File: config.mk
export PLATFORM = sky130hd
export DESIGN_NAME = lcd_fill_engine
export DESIGN_NICKNAME = d
export VERILOG_FILES = /design/src/rtl/lcd_fill_engine.sv
export SDC_FILE = /design/constraint.sdc
export NUM_CORES = 1
export LEC_CHECK = 0
export BUFFER_PORTS_ARGS = -buffer_cell sky130_fd_sc_hd__buf_2
export CAP_MARGIN = 20
export CORE_UTILIZATION = 55
export DETAILED_ROUTE_END_ITERATION = 8
export PLACE_DENSITY = 0.78
export SETUP_SLACK_MARGIN = 0.4
export SLEW_MARGIN = 40
export SYNTH_ARGS = -nofsm -noshare
export SYNTH_HDL_FRONTEND = slang
export SYNTH_SLANG_ARGS = --single-unit
File: constraint.sdc
create_clock -name clk -period 3.7 [get_ports clk]
set_input_delay 0.185 -clock clk [delete_from_list [all_inputs] [get_ports clk]]
set_output_delay 0.185 -clock clk [all_outputs]
set_load 0.02 [all_outputs]
File: src/rtl/lcd_fill_engine.sv
`default_nettype none
// ============================================================================
// lcd_fill_engine : rectangle-fill command/pixel sequencer feeding the LCD SPI
//                   serializer. Define LCD_FILL_STREAM_EN to take pixels from a
//                   valid/ready stream instead of the constant request colour.
// Revision        : 1.0
// ============================================================================
module lcd_fill_engine #(
   parameter logic [7:0] CMD_CASET = 8'h2A,
   parameter logic [7:0] CMD_RASET = 8'h2B,
   parameter logic [7:0] CMD_RAMWR = 8'h2C
) (
   input  logic        clk,
   input  logic        rst_n,
   input  logic        req_valid,
   output logic        req_ready,
   input  logic [7:0]  req_x0,
   input  logic [7:0]  req_x1,
   input  logic [7:0]  req_y0,
   input  logic [7:0]  req_y1,
   input  logic [15:0] req_color,
`ifdef LCD_FILL_STREAM_EN
   input  logic        pix_valid,
   input  logic [15:0] pix_data,
   output logic        pix_ready,
`endif
   input  logic        d8_full,
   output logic        d8_wr,
   output logic [7:0]  d8_wdata,
   input  logic        d16_full,
   input  logic        d16_empty,
   output logic        d16_wr,
   output logic [15:0] d16_wdata,
   input  logic        ser_idle,
   output logic        busy,
   output logic        done,
   output logic        err
);

   typedef enum logic [2:0] {
      S_IDLE  = 3'd0,
      S_DRAIN = 3'd1,
      S_CMD   = 3'd2,
      S_PIX   = 3'd3,
      S_FIN   = 3'd4
   } state_t;

   state_t      r_state;
   state_t      w_next;
   logic        r_req_ready;
   logic [7:0]  r_x0, r_x1, r_y0, r_y1;
   logic [15:0] r_color;
   logic        r_err;
   logic [3:0]  r_idx;
   logic        r_cmd_wait;
   logic [7:0]  r_cx, r_cy;
   logic [7:0]  r_d8_byte;

   logic        w_hs;
   logic        w_bad;
   logic        w_d8_wr;
   logic        w_d16_wr;
   logic [15:0] w_pix_word;
   logic        w_last_col;
   logic        w_last;

   function automatic logic [7:0] f_cmd_byte(input logic [3:0] idx);
      case (idx)
         4'd0:    return CMD_CASET;
         4'd2:    return r_x0;
         4'd4:    return r_x1;
         4'd5:    return CMD_RASET;
         4'd7:    return r_y0;
         4'd9:    return r_y1;
         4'd10:   return CMD_RAMWR;
         default: return 8'h00;
      endcase
   endfunction

   assign w_hs       = req_valid & r_req_ready;
   assign w_bad      = (req_x1 < req_x0) | (req_y1 < req_y0);
   assign w_d8_wr    = (r_state == S_CMD) & ~r_cmd_wait & ~d8_full;
   assign w_last_col = (r_cx == r_x1);
   assign w_last     = w_last_col & (r_cy == r_y1);

`ifdef LCD_FILL_STREAM_EN
   assign pix_ready  = (r_state == S_PIX) & ~d16_full;
   assign w_d16_wr   = pix_ready & pix_valid;
   assign w_pix_word = pix_data;
`else
   assign w_d16_wr   = (r_state == S_PIX) & ~d16_full;
   assign w_pix_word = r_color;
`endif

   always_comb begin
      w_next = r_state;
      case (r_state)
         S_IDLE:  if (w_hs) w_next = w_bad ? S_FIN : S_DRAIN;
         S_DRAIN: if (d16_empty & ser_idle) w_next = S_CMD;
         // the last command byte must leave the SPI before pixels start
         S_CMD:   if (r_cmd_wait & ~d8_full & ser_idle) w_next = S_PIX;
         S_PIX:   if (w_d16_wr & w_last) w_next = S_FIN;
         S_FIN:   w_next = S_IDLE;
         default: w_next = S_IDLE;
      endcase
   end

   always_ff @(posedge clk or negedge rst_n) begin
      if (!rst_n) begin
         r_state     <= S_IDLE;
         r_req_ready <= 1'b0;
         r_x0        <= '0;
         r_x1        <= '0;
         r_y0        <= '0;
         r_y1        <= '0;
         r_color     <= '0;
         r_err       <= 1'b0;
         r_idx       <= '0;
         r_cmd_wait  <= 1'b0;
         r_cx        <= '0;
         r_cy        <= '0;
         r_d8_byte   <= '0;
      end else begin
         r_state     <= w_next;
         r_req_ready <= (w_next == S_IDLE);
         if (w_hs) begin
            r_x0    <= req_x0;
            r_x1    <= req_x1;
            r_y0    <= req_y0;
            r_y1    <= req_y1;
            r_color <= req_color;
            r_err   <= w_bad;
            r_cx    <= req_x0;
            r_cy    <= req_y0;
         end
         if ((r_state == S_DRAIN) && (w_next == S_CMD)) begin
            r_idx      <= '0;
            r_cmd_wait <= 1'b0;
            r_d8_byte  <= CMD_CASET;
         end else if (w_d8_wr) begin
            if (r_idx == 4'd10) begin
               r_cmd_wait <= 1'b1;
            end else begin
               r_idx     <= r_idx + 4'd1;
               r_d8_byte <= f_cmd_byte(r_idx + 4'd1);
            end
         end
         if (w_d16_wr) begin
            if (w_last_col) begin
               r_cx <= r_x0;
               if (!w_last) r_cy <= r_cy + 8'd1;
            end else begin
               r_cx <= r_cx + 8'd1;
            end
         end
      end
   end

   assign req_ready = r_req_ready;
   assign d8_wr     = w_d8_wr;
   assign d8_wdata  = w_d8_wr ? r_d8_byte : 8'h00;
   assign d16_wr    = w_d16_wr;
   assign d16_wdata = w_d16_wr ? w_pix_word : 16'h0000;
   assign busy      = (r_state != S_IDLE);
   assign done      = (r_state == S_FIN);
   assign err       = (r_state == S_FIN) & r_err;

endmodule
`default_nettype wire

* After elaboration in Yosys (flattened, before gate mapping)
Cells that the tools add are included.
Cells by class: add/subtract/negate cells 3, order comparisons 2, equal/unequal tests 15, multiplexer cells 25, bitwise logic cells 14, reductions and logical operators 10
Operators by type and width (count):
- 8-bit two-way mux | 11
- 8-bit case mux with 7 select lines | 1
- 8-bit by 1-bit adder with 8-bit output, second input constant | 2
- 8-bit == test | 2
- 8-bit < comparator | 2
- 16-bit two-way mux | 1
- 3-bit two-way mux | 5
- 4-bit by 3-bit == test with 1-bit output, second input constant | 3
- 4-bit == test, second input constant | 3
- 4-bit two-way mux | 3
- 3-bit case mux with 4 select lines | 1
- 1-bit AND | 10
- 3-bit by 2-bit == test with 1-bit output, second input constant | 3
- 3-bit zero test | 2
- 2-bit nonzero test | 3
- 4-bit by 1-bit adder with 4-bit output, second input constant | 1
- 4-bit by 2-bit == test with 1-bit output, second input constant | 1
- 4-bit zero test | 1
- 2-bit AND reduction | 2
- 3-bit by 1-bit == test with 1-bit output, second input constant | 1
- 3-bit == test, second input constant | 1
- 1-bit two-way mux | 3
- 1-bit inverter | 3
- 3-bit nonzero test | 1
- 3 further kinds | 3
Word-level totals: flip-flop bits (word level) 82, input port bits 55, logic and storage cells 82

* Logic depth before layout (Yosys ltp)
Gate-level depths: netlist of the first run.
depth after elaboration 9, depth in mapped cells 10, depth with buffers taken out 8

* Worst setup path before layout of the first run
OpenSTA, ideal clock, no wires.
path kind register to register, from register r_idx[0], to register r_d8_byte[3], setup time 0.133 ns, arrival 1.767 ns, required time 3.567 ns, path slack 1.800 ns, cell stages (with the launch flop) 10, path buffers 2, path through dfrtp_1 -> buf_2 -> inv_1 -> ha_1 -> clkbuf_1 -> a22o_1 -> a221oi_1 -> a21oi_1 -> a211oi_1 -> o21ai_0
On the way: longest elaborated chain between the ends 6, elaborated cells between the ends (all ways) 15, those cells by class add/sub (1); eq/ne (8); mux (4); reduce/logical (2)
RTL lines:
- from (decl) | RTL line 54 | logic [3:0] r_idx;
- from (signal assigned) | RTL line 144 | r_idx <= r_idx + 4'd1;
- 4-bit by 1-bit adder with 4-bit output | RTL line 145 | r_d8_byte <= f_cmd_byte(r_idx + 4'd1);
- 4-bit == test (tied with other cells) | RTL line 68 | case (idx)
- 8-bit case mux with 7 select lines | RTL line 68
- 8-bit two-way mux | RTL line 141 | if (r_idx == 4'd10) begin
- 8-bit two-way mux | RTL line 140 | end else if (w_d8_wr) begin
- 8-bit two-way mux | RTL line 136 | if ((r_state == S_DRAIN) && (w_next == S_CMD)) begin
- to (signal assigned) | RTL line 145
- to (decl) | RTL line 57 | logic [7:0] r_d8_byte;
Parallel ways exist; a longest one is shown, timed or not. The select of a mux whose other input is x is not followed. A chain may end at the register's enable or synchronous reset.

* Final worst setup path of the first run
from register r_idx[1], to register r_d8_byte[4]
Same word-level chain as after synthesis.

==> results.json, run 1 <==
{
  "port_buffers": 84,
  "syn_area_per_cell_um2": 8.52,
  "multi_input_area_um2": 2660,
  "synth_top_area_cell": "dfrtp_1",
  "leakage_nw": 2.92,
  "fin_cells": 769,
  "grt-ovfl-total": 0,
  "cpMaxStageDelayCell": "ha_1",
  "synthArstFlopShare_pct": 100,
  "dpl.hpwl_um": 9340,
  "via_per_inst": 5.81,
  "dr.first_iter.drc_count": 239,
  "cts_num_sinks": 82,
  "rsz0062_at_grt": "no",
  "die_h_um": 96.6,
  "row_count": 34,
  "gp_congestion": 0.916,
  "min-delay-start": "req_color[3]",
  "clk_pin_slew_worst_paths_ps": 90,
  "clkLatencyLatePin_ps": 360,
  "n_fill_cell": 739,
  "ir_worst_vdd_mv": 0.432,
  "worstPathCellList": "ha_1, inv_1, mux2_2, and3_1, a211oi_1, o22ai_1",
  "relSlewSlack_pct": 52.0,
  "fin_crit_ps": 2470,
  "antenna_found_initial": 0,
  "cp_data_required_time_ps": 3940,
  "die_w_um": 96.6,
  "groute.usage.overall_pct": 28.5,
  "arrival_ps": 2700,
  "skew_ps": 5.38,
  "hold_violations": 0,
  "setup.worst_path.end_class": "register",
  "hold_depth": 3,
  "min_to": "r_color[3]",
  "crit_type": "register to register",
  "syn_inst": 578,
  "slowest_delay_ps": 650,
  "hp-class": "primary input to register",
  "worst_setup_path_start_kind": "register",
  "place_area_um2": 5390,
  "cts_max_level": 3,
  "post-cts-setup-buffer-count": 0,
  "finalSetupViolCount": 0,
  "drive_above_1_share_pct": 17.1,
  "slew_violations": 0,
  "cts_made_buffers": 9,
  "status": "finished clean",
  "r2r_setup_slack_ps": 1230,
  "path_delay_family": "adder cells",
  "drc": 0,
  "clockRootBuffer": "clkbuf_8",
  "routed_wl_um": 12700,
  "cp_max_fo": 19,
  "grt_pass1_vias": 4367,
  "power.density_nw_per_um2": 745,
  "synth_edf_count": 0,
  "ant_nets": 0,
  "placed_cells": 743,
  "ys.flop_type": "dfrtp_1",
  "cts_max_path_buffers": 2,
  "vias": 4465,
  "diodes": 0,
  "fmax_ghz": 0.405,
  "critPathBufInv": 1,
  "r2r-end": "r_d8_byte[4]",
  "cts_resized": 0,
  "netlist_top_cells_area": "dfrtp_1 (42%), nand2_1 (11%), ha_1 (5.6%)",
  "grt_pass1_wl_um": 21400,
  "grt_max_degree": 83,
  "power_mw": 4.25,
  "io_pins": 85,
  "start_util_pct": 56.7,
  "seq_area_frac_synth_pct": 41.7,
  "yosysUniqueCellTypes": 55,
  "syn2layout_area_growth_pct": 15.8,
  "hold_buffers": 10,
  "fin_crit_sh_pct": 66.7,
  "seq_area_um2": 2050,
  "die-area_um2": 9330,
  "core_um2": 8680,
  "r2r_cells": 6,
  "yosysTopAreaCellShare_pct": 41.7,
  "yosys_warnings": 0,
  "postLayoutCellArea_um2": 5700,
  "netlist_area_um2": 4920,
  "r2r-start": "r_idx[1]",
  "worst_pin_slew_ps": 720,
  "max_cap_viol_count": 0,
  "final.setup.tns_ps": 0,
  "synth_nets": 655,
  "layout.nets": 733,
  "post_drt_wl_per_cell_um": 16.6,
  "cts_tree": "yes",
  "ys_seq_elements": 82,
  "firstDrtPassIters": 6
}
## final cells by class
class / count / share of cell area (%)
sequential: 82 / 36.0
clock buffer: 10 / 2.41
multi-input combinational: 443 / 46.6
clock inverter: 6 / 1.29
timing repair buffer: 99 / 9.94
inverter: 21 / 1.38
tap: 108 / 2.37
## layer usage
layer  routed length [um]  GRT usage [%]  up-vias
met5                    0              0        -
met4                  267           10.9        0
met3                  808           5.13       23
met2                 6120           46.3      167
met1                 5530           38.1     2116
li1                     -              -     2159
## cells in the final DEF, fill, tap and decap left out, types with 6 or more instances in the layout
| cell | synthesis | routed |
|---|---|---|
| clkbuf_8 | 0 | 11 |
| buf_2 | 7 | 83 |
| dlygate4sd3_1 | 0 | 10 |
| xnor2_1 | 10 | 10 |
| nand3_1 | 15 | 15 |
| and2_1 | 29 | 29 |
| xor2_1 | 16 | 16 |
| ha_1 | 22 | 22 |
| a21oi_1 | 30 | 30 |
| nor2_1 | 27 | 27 |
| inv_1 | 21 | 21 |
| dfrtp_1 | 82 | 82 |
| nand2b_1 | 6 | 6 |
| and3_1 | 8 | 8 |
| o21ai_0 | 30 | 30 |
| nand2_1 | 139 | 138 |
| a211oi_1 | 13 | 13 |
| a21o_1 | 15 | 15 |
| nand4_1 | 6 | 6 |
## per-stage QoR
stage                     utilization, %  worst slack (ps)  hold WS [ps]
after floorplan                        -              1800          -111
after global routing                65.7               949          13.4
after detailed placement            62.1              1270           285
after CTS                           65.7              1250         0.415
after global placement              62.0              1350           374
final                               65.7              1230          7.92
## worst register-to-register path, stage by stage, from the launching register on
cell and delay [ps]:
dfrtp_1 570, ha_1 660, inv_1 270, mux2_2 350
and3_1 180, a211oi_1 210, o22ai_1 110
## report_power, final
part | leakage, nW | internal, mW | switching [mW] | total [mW]
logic | 1.80 | 0.714 | 1.01 | 1.72
registers | 1.02 | 1.32 | 0.505 | 1.82
clock network | 0.101 | 0.339 | 0.366 | 0.705
## how the worst max path moves through the flow
stage	start	cells past startpoint	slack, ps	endpoint
6_report	r_idx[1]	6	1230	r_d8_byte[4]
5_1_grt	r_idx[1]	7	950	r_d8_byte[6]
4_1_cts	r_idx[0]	7	1250	r_d8_byte[7]
3_5_place_dp	r_idx[1]	7	1270	r_d8_byte[7]
3_3_place_gp	r_idx[1]	6	1350	r_d8_byte[4]
2_1_floorplan	r_idx[0]	9	1800	r_d8_byte[3]
## kinds of logic after synthesis
logic type	after synthesis	synth area share [%]
AOI/OAI and AO/OA	141	19.2
xor gates and xnor gates	26	4.62
adders and majority gates	22	5.59
buffers and inverters	53	4.40
DFF	82	41.7
muxes	4	0.839
and+or+nand+nor	250	23.7
## sequential cells by signal, summed over array words and instances, names as in the netlist
signal      count
r_cmd_wait      1
r_color        16
r_cx            8
r_cy            8
r_d8_byte       8
r_err           1
r_idx           4
r_state         3
r_x0            8
r_x1            8
r_y0            8
r_y1            8
req_ready       1
## cells in the mapped netlist (3+ instances only)
| master | count |
|---|---|
| buf_1 | 5 |
| and2_1 | 29 |
| a31oi_1 | 4 |
| o32ai_1 | 3 |
| nor2_1 | 27 |
| and3_1 | 8 |
| clkbuf_1 | 18 |
| buf_2 | 7 |
| a21oi_1 | 30 |
| xor2_1 | 16 |
| nor2b_1 | 4 |
| o22ai_1 | 4 |
| nand2_1 | 139 |
| nand4_1 | 6 |
| nand2b_1 | 6 |
| xnor2_1 | 10 |
| nor3_1 | 4 |
| a21o_1 | 15 |
| or3_1 | 3 |
| o21bai_1 | 3 |
| a211oi_1 | 13 |
| dfrtp_1 | 82 |
| ha_1 | 22 |
| a22oi_1 | 5 |
| a22o_1 | 3 |
| inv_1 | 21 |
| nand3_1 | 15 |
| a221oi_1 | 5 |
| a311oi_1 | 3 |
| a32oi_1 | 5 |
| o21ai_0 | 30 |
| o21a_1 | 4 |
| mux2i_1 | 3 |
No activity file was read; power rests on OpenSTA's default activity.
==> inputs of run 2 (changes only) <==
--- a/config.mk
+++ b/config.mk
@@ -7,9 +7,9 @@
 export LEC_CHECK = 0
 export BUFFER_PORTS_ARGS = -buffer_cell sky130_fd_sc_hd__buf_2
 export CAP_MARGIN = 20
-export CORE_UTILIZATION = 55
+export CORE_UTILIZATION = 51
 export DETAILED_ROUTE_END_ITERATION = 8
-export PLACE_DENSITY = 0.78
+export PLACE_DENSITY = 0.77
 export SETUP_SLACK_MARGIN = 0.4
 export SLEW_MARGIN = 40
 export SYNTH_ARGS = -nofsm -noshare
==> constraint.sdc (replaced) <==
create_clock -name clk -period 2.15 [get_ports clk]
set_input_delay 0.1075 -clock clk [delete_from_list [all_inputs] [get_ports clk]]
set_output_delay 0.1075 -clock clk [all_outputs]
set_load 0.02 [all_outputs]
==> run 2 against run 1 <==
Largest cell class unchanged. Critical path type unchanged. Clock power rose by 79%. Worst hold slack improved by 15 ps. Final cell count rose by 15%. Critical path depth rose by 2. Register-to-register slack got worse by 1100 ps. Critical endpoint is now r_d8_byte[0]. Worst setup slack got worse by 1100 ps. Power rose by 110%. Via count rose by 20%.
==> results.json, run 2 (synthesis results as in run 1) <==
{
  "status": "finished clean",
  "slew_violations": 0,
  "setup.worst_path.end_class": "register",
  "place_area_um2": 5640,
  "cts_made_buffers": 9,
  "grt_max_degree": 70,
  "r2r_setup_slack_ps": 140,
  "final_core_util_pct": 77.3,
  "start_util_pct": 53.0,
  "worstPathCellList": "buf_4, ha_4, buf_4, nand2_1, a21oi_2, o21a_1, a311oi_2, o21ai_2",
  "core_um2": 9280,
  "dpl.hpwl_um": 9860,
  "die_h_um": 100,
  "arrival_ps": 2280,
  "hold_violations": 0,
  "fmax_ghz": 0.498,
  "power.density_nw_per_um2": 1260,
  "grt_pass1_vias": 4980,
  "clk_pin_slew_worst_paths_ps": 90,
  "firstDrtPassIters": 5,
  "fin_crit_sh_pct": 93.4,
  "ir_worst_vdd_mv": 0.689,
  "hold-worst-slack_ps": 22.7,
  "row_count": 35,
  "worst_setup_path_start_kind": "register",
  "grt_pass1_wl_um": 24700,
  "wl_met1_um": 6680,
  "finalSetupViolCount": 0,
  "hp-class": "primary input to register",
  "cp_data_required_time_ps": 2420,
  "antenna_found_initial": 0,
  "wl_met3_um": 1450,
  "layout.nets": 828,
  "post_drt_wl_per_cell_um": 20.2,
  "io_pins": 85,
  "dr_wl_met2_um": 8890,
  "clkLatencyLatePin_ps": 380,
  "postLayoutCellArea_um2": 7170,
  "fin_crit_ps": 2010,
  "power_mw": 9.02,
  "cts_num_sinks": 82,
  "min-delay-start": "req_y0[5]",
  "setup_slack_ps": 142,
  "syn2layout_area_growth_pct": 45.7,
  "relSlewSlack_pct": 55.8,
  "via_per_inst": 6.02,
  "gp_congestion": 0.928,
  "fin_cells": 886,
  "crit_type": "register to register",
  "multi_input_area_um2": 3020,
  "r2r_cells": 8,
  "ant_nets": 0,
  "dp_worst_setup_slack_ps": 32.5,
  "top_layer": "met4",
  "worst_pin_slew_ps": 664,
  "largest_reg_flops": 16,
  "placed_cells": 790,
  "seq_area_um2": 2060,
  "hold_depth": 3,
  "drc": 0,
  "final_common_cell": "nand2_1",
  "final_cell_mix": "nand2_1 (134), dfrtp_1 (72), buf_2 (59), buf_4 (57), buf_6 (37)",
  "vias": 5338,
  "drive_above_1_share_pct": 35.4,
  "min_to": "r_cy[5]",
  "routed_wl_um": 17900,
  "cp_common_cell": "buf_4",
  "cts_tree": "yes",
  "cts_max_path_buffers": 2,
  "leakage_nw": 3.52,
  "startpoint": "r_idx[0]",
  "cts_max_level": 3,
  "die-area_um2": 10100,
  "rsz0062_at_grt": "yes",
  "r2r-end": "r_d8_byte[0]",
  "dr.first_iter.drc_count": 434,
  "regMostFlops": "r_color",
  "r2r-start": "r_idx[0]",
  "n_fill_cell": 569,
  "clockRootBuffer": "clkbuf_8",
  "cpMaxStageDelayCell": "dfrtp_2",
  "final.setup.tns_ps": 0,
  "groute.usage.overall_pct": 32.0,
  "port_buffers": 84,
  "grt-ovfl-total": 0,
  "cp_max_fo": 10,
  "slowest_delay_ps": 490,
  "die_w_um": 100,
  "skew_ps": 15.1,
  "max_cap_viol_count": 0
}
[run 2: cell types whose count changed in the layout (fill, tap and decap cells not counted), sizes merged]
cell,change
clkinv,+1
buf,+68
inv,+1
clkbuf,+1
dlygate4sd3,+25
diode,+1
bufbuf,+1
clkinvlp,-2
[run 2: power breakdown]
group / leakage (nW) / switching, mW / internal [mW]
sequential: 1.01 / 0.877 / 2.29
combinational: 2.40 / 2.50 / 2.10
clock: 0.109 / 0.670 / 0.586
[run 2: metal layers]
| metal | up-vias | global-route usage (%) |
|---|---|---|
| li1 | 2345 | - |
| met1 | 2589 | 40.2 |
| met2 | 312 | 53.0 |
| met3 | 92 | 4.81 |
| met4 | 0 | 17.9 |
| met5 | - | 0 |
[run 2: critical path, delay by kind of cell (launching register included)]
family          cells  cell delay [ps]
simple gates        1              160
flops               1              490
buf+inv             2              360
compound gates      4              690
fa+ha+maj           1              210
[run 2: timing repair]
item,CTS,global route
setup endpoints to repair,53,53
gates resized for setup,69,106
hold buffers,35,0
cloned,3,2
endpoints found under the hold margin,101,0
setup buffers,29,10
pin swaps,25,39
[run 2: area by class of cell]
| class | count | area share (%) |
|---|---|---|
| diodes | 1 | 0.0349 |
| clock buffers | 10 | 1.92 |
| clock inverters | 6 | 1.01 |
| inverters | 21 | 1.10 |
| multi-input cells | 443 | 42.1 |
| flip-flops and latches | 82 | 28.8 |
| well taps | 129 | 2.25 |
| repair buffers | 194 | 22.8 |
[run 2: worst max-delay path by stage]
stage	end	depth (start not counted)	slack [ps]
floorplan	r_d8_byte[0]	10	340
global placement	r_d8_byte[4]	6	90
detailed placement	r_d8_byte[4]	6	30
CTS	r_cy[4]	7	250
global route	r_d8_byte[0]	8	120
finish	r_d8_byte[0]	8	140
